## config.mk

```make
export PLATFORM = sky130hd
export DESIGN_NAME = param_updown_counter
export DESIGN_NICKNAME = d
export VERILOG_FILES = /design/src/rtl/param_updown_counter.sv
export SDC_FILE = /design/constraint.sdc
export NUM_CORES = 1
export LEC_CHECK = 0
export ABC_AREA = 0
export CAP_MARGIN = 30
export CORE_AREA = 10 10 47 49
export DETAILED_ROUTE_END_ITERATION = 10
export DIE_AREA = 0 0 57 59
export PLACE_DENSITY_LB_ADDON = 0.05
export RECOVER_POWER = 50
export SETUP_SLACK_MARGIN = 0.2
export SLEW_MARGIN = 20
export SYNTH_ARGS = -nofsm -noshare
export SYNTH_HDL_FRONTEND = slang
export SYNTH_SLANG_ARGS = --single-unit
```

## constraint.sdc

```tcl
create_clock -name Clock -period 3.69 [get_ports Clock]
set_input_delay 0.5535 -clock Clock [delete_from_list [all_inputs] [get_ports Clock]]
set_output_delay 0.5535 -clock Clock [all_outputs]
set_load 0.05 [all_outputs]
```

## src/rtl/param_updown_counter.sv

```systemverilog
// Modulo-MODULUS up/down counter with synchronous load, combinational terminal count,
// and one-cycle pulses for wrap and out-of-range loads.
module param_updown_counter #(
  parameter int N       = 4,
  parameter int MODULUS = 16
) (
  input  logic         Clock,
  input  logic         Resetn,
  input  logic         En,
  input  logic         Up,
  input  logic         Load,
  input  logic [N-1:0] D,
  output logic [N-1:0] Q,
  output logic         Tc,
  output logic         Carry,
  output logic         LoadErr
);

  localparam logic [N-1:0] MAX_Q  = N'(MODULUS - 1);
  localparam logic [N-1:0] ZERO_Q = '0;
  localparam logic [N-1:0] ONE_Q  = N'(1);

  generate
    if ((MODULUS < 2) || (MODULUS > (2 ** N))) begin : g_bad_modulus
      $error("param_updown_counter: MODULUS must lie in 2..2**N");
    end
  endgenerate

  logic [N-1:0] q_r;
  logic [N-1:0] q_next_s;
  logic         carry_r;
  logic         carry_next_s;
  logic         load_err_r;
  logic         load_err_next_s;
  logic         at_max_s;
  logic         at_zero_s;

  assign at_max_s  = (q_r == MAX_Q);
  assign at_zero_s = (q_r == ZERO_Q);

  // Next count and pulse flags: load beats count beats hold.
  always_comb begin
    q_next_s        = q_r;
    carry_next_s    = 1'b0;
    load_err_next_s = 1'b0;
    if (Load) begin
      // D > MAX_Q is the N-bit form of D >= MODULUS; it is never true at full range.
      if (D > MAX_Q) begin
        q_next_s        = MAX_Q;
        load_err_next_s = 1'b1;
      end else begin
        q_next_s = D;
      end
    end else if (En) begin
      if (Up) begin
        if (at_max_s) begin
          q_next_s     = ZERO_Q;
          carry_next_s = 1'b1;
        end else begin
          q_next_s = q_r + ONE_Q;
        end
      end else begin
        if (at_zero_s) begin
          q_next_s     = MAX_Q;
          carry_next_s = 1'b1;
        end else begin
          q_next_s = q_r - ONE_Q;
        end
      end
    end else begin
      q_next_s = q_r;
    end
  end

  // Count and pulse registers, cleared asynchronously by Resetn.
  always_ff @(posedge Clock or negedge Resetn) begin
    if (!Resetn) begin
      q_r        <= ZERO_Q;
      carry_r    <= 1'b0;
      load_err_r <= 1'b0;
    end else begin
      q_r        <= q_next_s;
      carry_r    <= carry_next_s;
      load_err_r <= load_err_next_s;
    end
  end

  assign Q       = q_r;
  assign Carry   = carry_r;
  assign LoadErr = load_err_r;
  assign Tc      = En & ~Load & (Up ? at_max_s : at_zero_s);

endmodule
```

==> run_results.csv, run 1 <==
group,metric,value,unit
hold_path,hold_path_class,"input pin to asynchronous set/reset pin",
clock_tree,clk_latency,0.23,ns
route,wl_met3,41,um
route,top_layer,"met4",
timing,skew,0.000886,ns
clock_tree,cts_made_buffers,3,
worst_setup_path,critPathMaxStageDelay,0.82,ns
timing,setup_ws,0.725,ns
power_and_ir_drop,power_density,430,nW/um^2
grt,grt_max_degree,9,
worst_setup_path,critical_path_class,"input pin to primary output",
floorplan,io_pins,16,
clock_tree,cts_tree,"built",
clock_tree,post_cts_buffers,0,
floorplan,die_height,59,um
synth,yosysMostFrequentCell,"dfrtp_1",
placed_design,portBuffers,14,
timing,worstMarginPinSlew,0.516,ns
worst_setup_path,cp-start-kind,"input pin",
synth,ys_types,22,
synth,synth_common_cells,"5 x dfrtp_1, 4 x a21oi_1, 4 x o21ai_0, 3 x inv_1, 3 x xnor2_1",
timing,hold_viol_final,0,
route,vias_per_cell,4.77,
finish,fin_cells,73,
power_and_ir_drop,p_leak,0.222,nW
timing,rsz0062_at_grt,"no",
grt,grt_util_all_layers,5.88,%
route,dr_wl_met2,530,um
clock_tree,clock_sinks,5,
clock_tree,clk_path_buf_depth,2,
synth,synth_top_cells_by_area,"dfrtp_1 34%, xnor2_1 7.2%, ha_1 6.9%",
route,wl,986,um
timing,max_freq,0.337,GHz
finish,area_growth,47.8,%
worst_setup_path,worstPathCellList,"dlygate4sd3_1 -> nor2_1 -> nand3_1 -> a21oi_1 -> clkdlybuf4s50_1",
floorplan,num_rows,14,
run,maxCapViolCount,0,
clock_tree,cts_resized,0,
floorplan,die-area,3360,um^2
placed_design,gp_congestion,0.721,
worst_setup_path,arrival,2.41,ns
synth,yosysWarnings,0,
placed_design,dp.cells,69,
timing,drv_slew,0,
worst_setup_path,crit_path_end_kind,"primary output",
grt,grt_pass1_vias,400,
clock_tree,ctsHoldBuffers,0,
synth,synth_flop_cell,"dfrtp_1",
floorplan,coreArea,1400,um^2
outcome,outcome,"complete, no violations",
floorplan,fp.dieW,57,um
worst_setup_path,critPathRequiredTime,3.14,ns
worst_setup_path,crit_fanout,6,
timing,fin_crit_sh,80.3,%
timing,period_needed,2.96,ns
synth,async_flop_share,100,%
timing,setup_viol,0,
route,route.vias.total,348,
route,wire_per_inst,13.5,um
synth,synth_edf_count,0,
finish,fillers,162,
route,route.detailed.drc,0,
clock_tree,cts_max_level,1,
grt,antenna_found_initial,0,
finish,num-nets-final,69,
synth,synth-seq-area-share,34.4,%
route,drt_iter0_markers,8,
finish,drive_gt1_share,12.3,%
synth,ys_ff_latch,5,
synth,netlist_instances,41,
grt,grt_pass1_wl,1630,um
floorplan,floorplan.initialDensity,26.0,%
synth,synth_top_area_share,34.4,%
route,ant_nets,0,
grt,gr-total-overflow,0,
finish,multiInputGateArea,215,um^2
placed_design,pre_cts_slack,0.820,ns
finish,diodes,0,
placed_design,dp_hpwl,844,um
synth,syn_area_per_cell,8.88,um^2
timing,max_slew_margin,65.5,%
finish,regArea,125,um^2
power_and_ir_drop,ir_drop,0.000182,V
clock_tree,clk_pin_slew,0.04,ns
route,drt-met1-wl,396,um
synth,synthesis.nets,52,
synth,synth_area_leader_cell,"dfrtp_1",
route,drt_pass1_iterations,4,
clock_tree,root_buffer,"clkbuf_4",
synth,syn_area,364,um^2
timing,final.setup.tns,0,ns
worst_setup_path,critPathSlowestCell,"clkdlybuf4s50_1",
## worst max-delay path, delay by kind of cell
family,cells,cell delay [ns]
buf+inv,2,1.46
simple gates,2,0.24
compound gates,1,0.16
## layout by cell type, fill, tap and decap left out, types with 2 or more instances in the layout
cell type,instances
a21oi_1,4
clkbuf_4,3
clkdlybuf4s50_1,11
dfrtp_1,5
dlygate4sd3_1,3
ha_1,2
inv_1,3
nand2_1,2
nand2b_1,2
nand4_1,2
nor2_1,2
o21ai_0,4
xnor2_1,3
## layout make-up
cell class / instances / share of cell area [%]
clock buffers: 4 / 4.88
inverters: 3 / 2.09
multi-input cells: 31 / 40.0
flip-flops and latches: 5 / 23.3
well taps: 16 / 3.72
repair buffers: 14 / 26.0
## kinds of logic (layout without fill, tap and decap cells)
family	Yosys count	in the layout	synth area share, %
AO/OA/AOI/OAI	11	11	17.9
XOR/XNOR	3	3	7.22
adder cells (fa/ha/maj)	2	2	6.87
buffers and inverters	5	21	6.53
flip-flops	5	5	34.4
multiplexers	3	3	9.96
other	1	1	1.03
AND/OR/NAND/NOR	11	11	16.2
## per-stage QoR
step / cell area (um^2) / util, % / hold WS [ns] / power, mW
floorplan: 364 / - / 0.258 / 0.137
global placement: 512 / 36.5 / 0.673 / 0.170
detailed placement: 512 / 36.5 / 0.692 / 0.172
CTS: 538 / 38.4 / 0.532 / 0.236
global route: 538 / 38.4 / 0.603 / 0.250
finish: 538 / 38.4 / 0.602 / 0.231
## where the power goes
group | switching [mW] | leakage [nW] | internal, mW | total, mW
combinational | 0.0570 | 0.145 | 0.0412 | 0.0982
clock | 0.0198 | 0.0150 | 0.0407 | 0.0605
sequential | 0.0109 | 0.0617 | 0.0619 | 0.0728
total | 0.0877 | 0.222 | 0.144 | 0.231
## flip-flops by register name, indices dropped and copies added (netlist names)
signal and flops:
Carry 1, Q 4
## routing by layer
layer | GRT usage [%] | up-vias
li1 | - | 174
met1 | 5.96 | 163
met2 | 10.5 | 9
met3 | 1.29 | 2
met4 | 4.03 | 0
met5 | 0 | -
## worst paths after layout
path	start	endpoint	slack [ns]	depth (start not counted)
min in group Clock	Q[2]	Carry	0.69	2
worst max register to register	Q[0]	Q[2]	2.11	6
max in group asynchronous	Resetn	Q[0]	2.91	1
worst max-delay path	Up	Tc	0.73	5
worst min register to register	Q[2]	Carry	0.69	2
worst min-delay path	Resetn	Q[3]	0.60	1
Note: power is estimated with default switching activity, not from simulation.
==> run 2: changes to the inputs <==
Clock period 3.69 ns to 2.85 ns, I/O delays scaled along.
==> run_results.csv, run 2 (same netlist as run 1, synthesis figures left out) <==
group,metric,value,unit
timing,final.setup.tns,0,ns
clock_tree,clk_latency,0.23,ns
placed_design,dp_hpwl,791,um
grt,gr-total-overflow,0,
finish,area_growth,47.1,%
floorplan,die_height,59,um
finish,largest_reg_flops,4,
worst_setup_path,r2r_end,"Q[2]",
route,wl,941,um
timing,worstMarginPinSlew,0.508,ns
route,route.vias.total,348,
clock_tree,clk_pin_slew,0.04,ns
power_and_ir_drop,p_total,0.297,mW
clock_tree,root_buffer,"clkbuf_4",
worst_setup_path,critPathSlowestCell,"dlygate4sd3_1",
timing,setup_viol,0,
timing,period_needed,2.12,ns
timing,skew,0.00143,ns
route,route.detailed.drc,0,
route,drt_pass1_iterations,4,
worst_setup_path,cp-start-kind,"input pin",
placed_design,gp_congestion,0.720,
timing,hold_viol_final,0,
power_and_ir_drop,p_leak,0.224,nW
worst_setup_path,r2r_cells,6,
worst_setup_path,rrSetupSlack,1.29,ns
placed_design,portBuffers,14,
floorplan,coreArea,1400,um^2
hold_path,hold_path_class,"input pin to asynchronous set/reset pin",
route,ant_nets,0,
floorplan,fp.dieW,57,um
grt,grt_util_all_layers,5.80,%
worst_setup_path,critPathRequiredTime,2.42,ns
timing,setup_ws,0.728,ns
timing,drv_slew,0,
worst_setup_path,critical_path_class,"input pin to primary output",
worst_setup_path,cp.buffers_inverters,2,
finish,final_cell_mix,"10 x clkdlybuf4s50_1, 5 x dfrtp_1, 4 x a21oi_1, 4 x o21ai_0",
worst_setup_path,worstPathCellList,"dlygate4sd3_1 -> nor2_1 -> nand3_1 -> a21oi_1 -> buf_4",
timing,rsz0062_at_grt,"no",
timing,max_slew_margin,66.0,%
clock_tree,clock_sinks,5,
floorplan,io_pins,16,
power_and_ir_drop,power_density,554,nW/um^2
run,maxCapViolCount,0,
finish,diodes,0,
timing,fin_crit_sh,74.5,%
clock_tree,cts_resized,0,
floorplan,die-area,3360,um^2
clock_tree,cts_made_buffers,3,
timing,max_freq,0.471,GHz
worst_setup_path,crit_fanout,6,
finish,num-nets-final,69,
worst_setup_path,crit_family,"buffers and inverters",
floorplan,num_rows,14,
worst_setup_path,r2r-start,"Q[0]",
route,vias_per_cell,4.77,
grt,grt_pass1_wl,1570,um
clock_tree,ctsHoldBuffers,0,
clock_tree,clk_path_buf_depth,2,
outcome,outcome,"complete, no violations",
route,drt_iter0_markers,3,
worst_setup_path,critPathMaxStageDelay,0.65,ns
grt,grt_max_degree,9,
finish,final_common_cell,"clkdlybuf4s50_1",
grt,grt_pass1_vias,372,
power_and_ir_drop,ir_drop,0.000268,V
floorplan,floorplan.initialDensity,26.0,%
clock_tree,post_cts_buffers,0,
clock_tree,cts_max_level,1,
route,wire_per_inst,12.9,um
worst_setup_path,arrival,1.69,ns
grt,antenna_found_initial,0,
worst_setup_path,crit_path_end_kind,"primary output",
finish,drive_gt1_share,14.0,%
clock_tree,cts_tree,"built",
placed_design,pre_cts_slack,0.834,ns
## run 2: through the flow
stage          instance area [um^2]  hold slack, ns  utilization, %  cells
2_1_floorplan                   364           0.132               -     41
3_3_place_gp                    509           0.658            36.3     69
3_5_place_dp                    509           0.667            36.3     69
4_1_cts                         536           0.413            38.2     73
5_1_grt                         536           0.482            38.2     73
6_report                        536           0.482            38.2     73
## run 2: per-layer routing
metal / part of all wire [%] / GRT usage (%) / wire length [um] / vias to the layer above
met5: 0 / 0 / 0 / -
met4: 0 / 4.03 / 0 / 0
met3: 6.4 / 2.79 / 60 / 0
met2: 53 / 9.46 / 503 / 9
met1: 40 / 5.72 / 376 / 165
li1: - / - / - / 174
## run 2: final cells by class
cell class | count | area, um^2
fillers | 152 | 866
multi-input cells | 31 | 215
repair buffers | 14 | 138
flip-flops and latches | 5 | 125
clock buffers | 4 | 26.3
well taps | 16 | 20.0
inverters | 3 | 11.3
## run 2: where the power goes
group	internal, mW	switching (mW)
Combinational	0.0527	0.0717
Clock	0.0527	0.0257
Sequential	0.0801	0.0139
## run 2: worst max-delay path by stage
stage | end | cells after the start | from | slack, ns
2_1_floorplan | Tc | 3 | Q[0] | 0.55
3_3_place_gp | Tc | 5 | Up | 0.87
3_5_place_dp | Tc | 5 | Up | 0.83
4_1_cts | Tc | 5 | Up | 0.82
5_1_grt | Tc | 5 | Up | 0.65
6_report | Tc | 5 | Up | 0.73
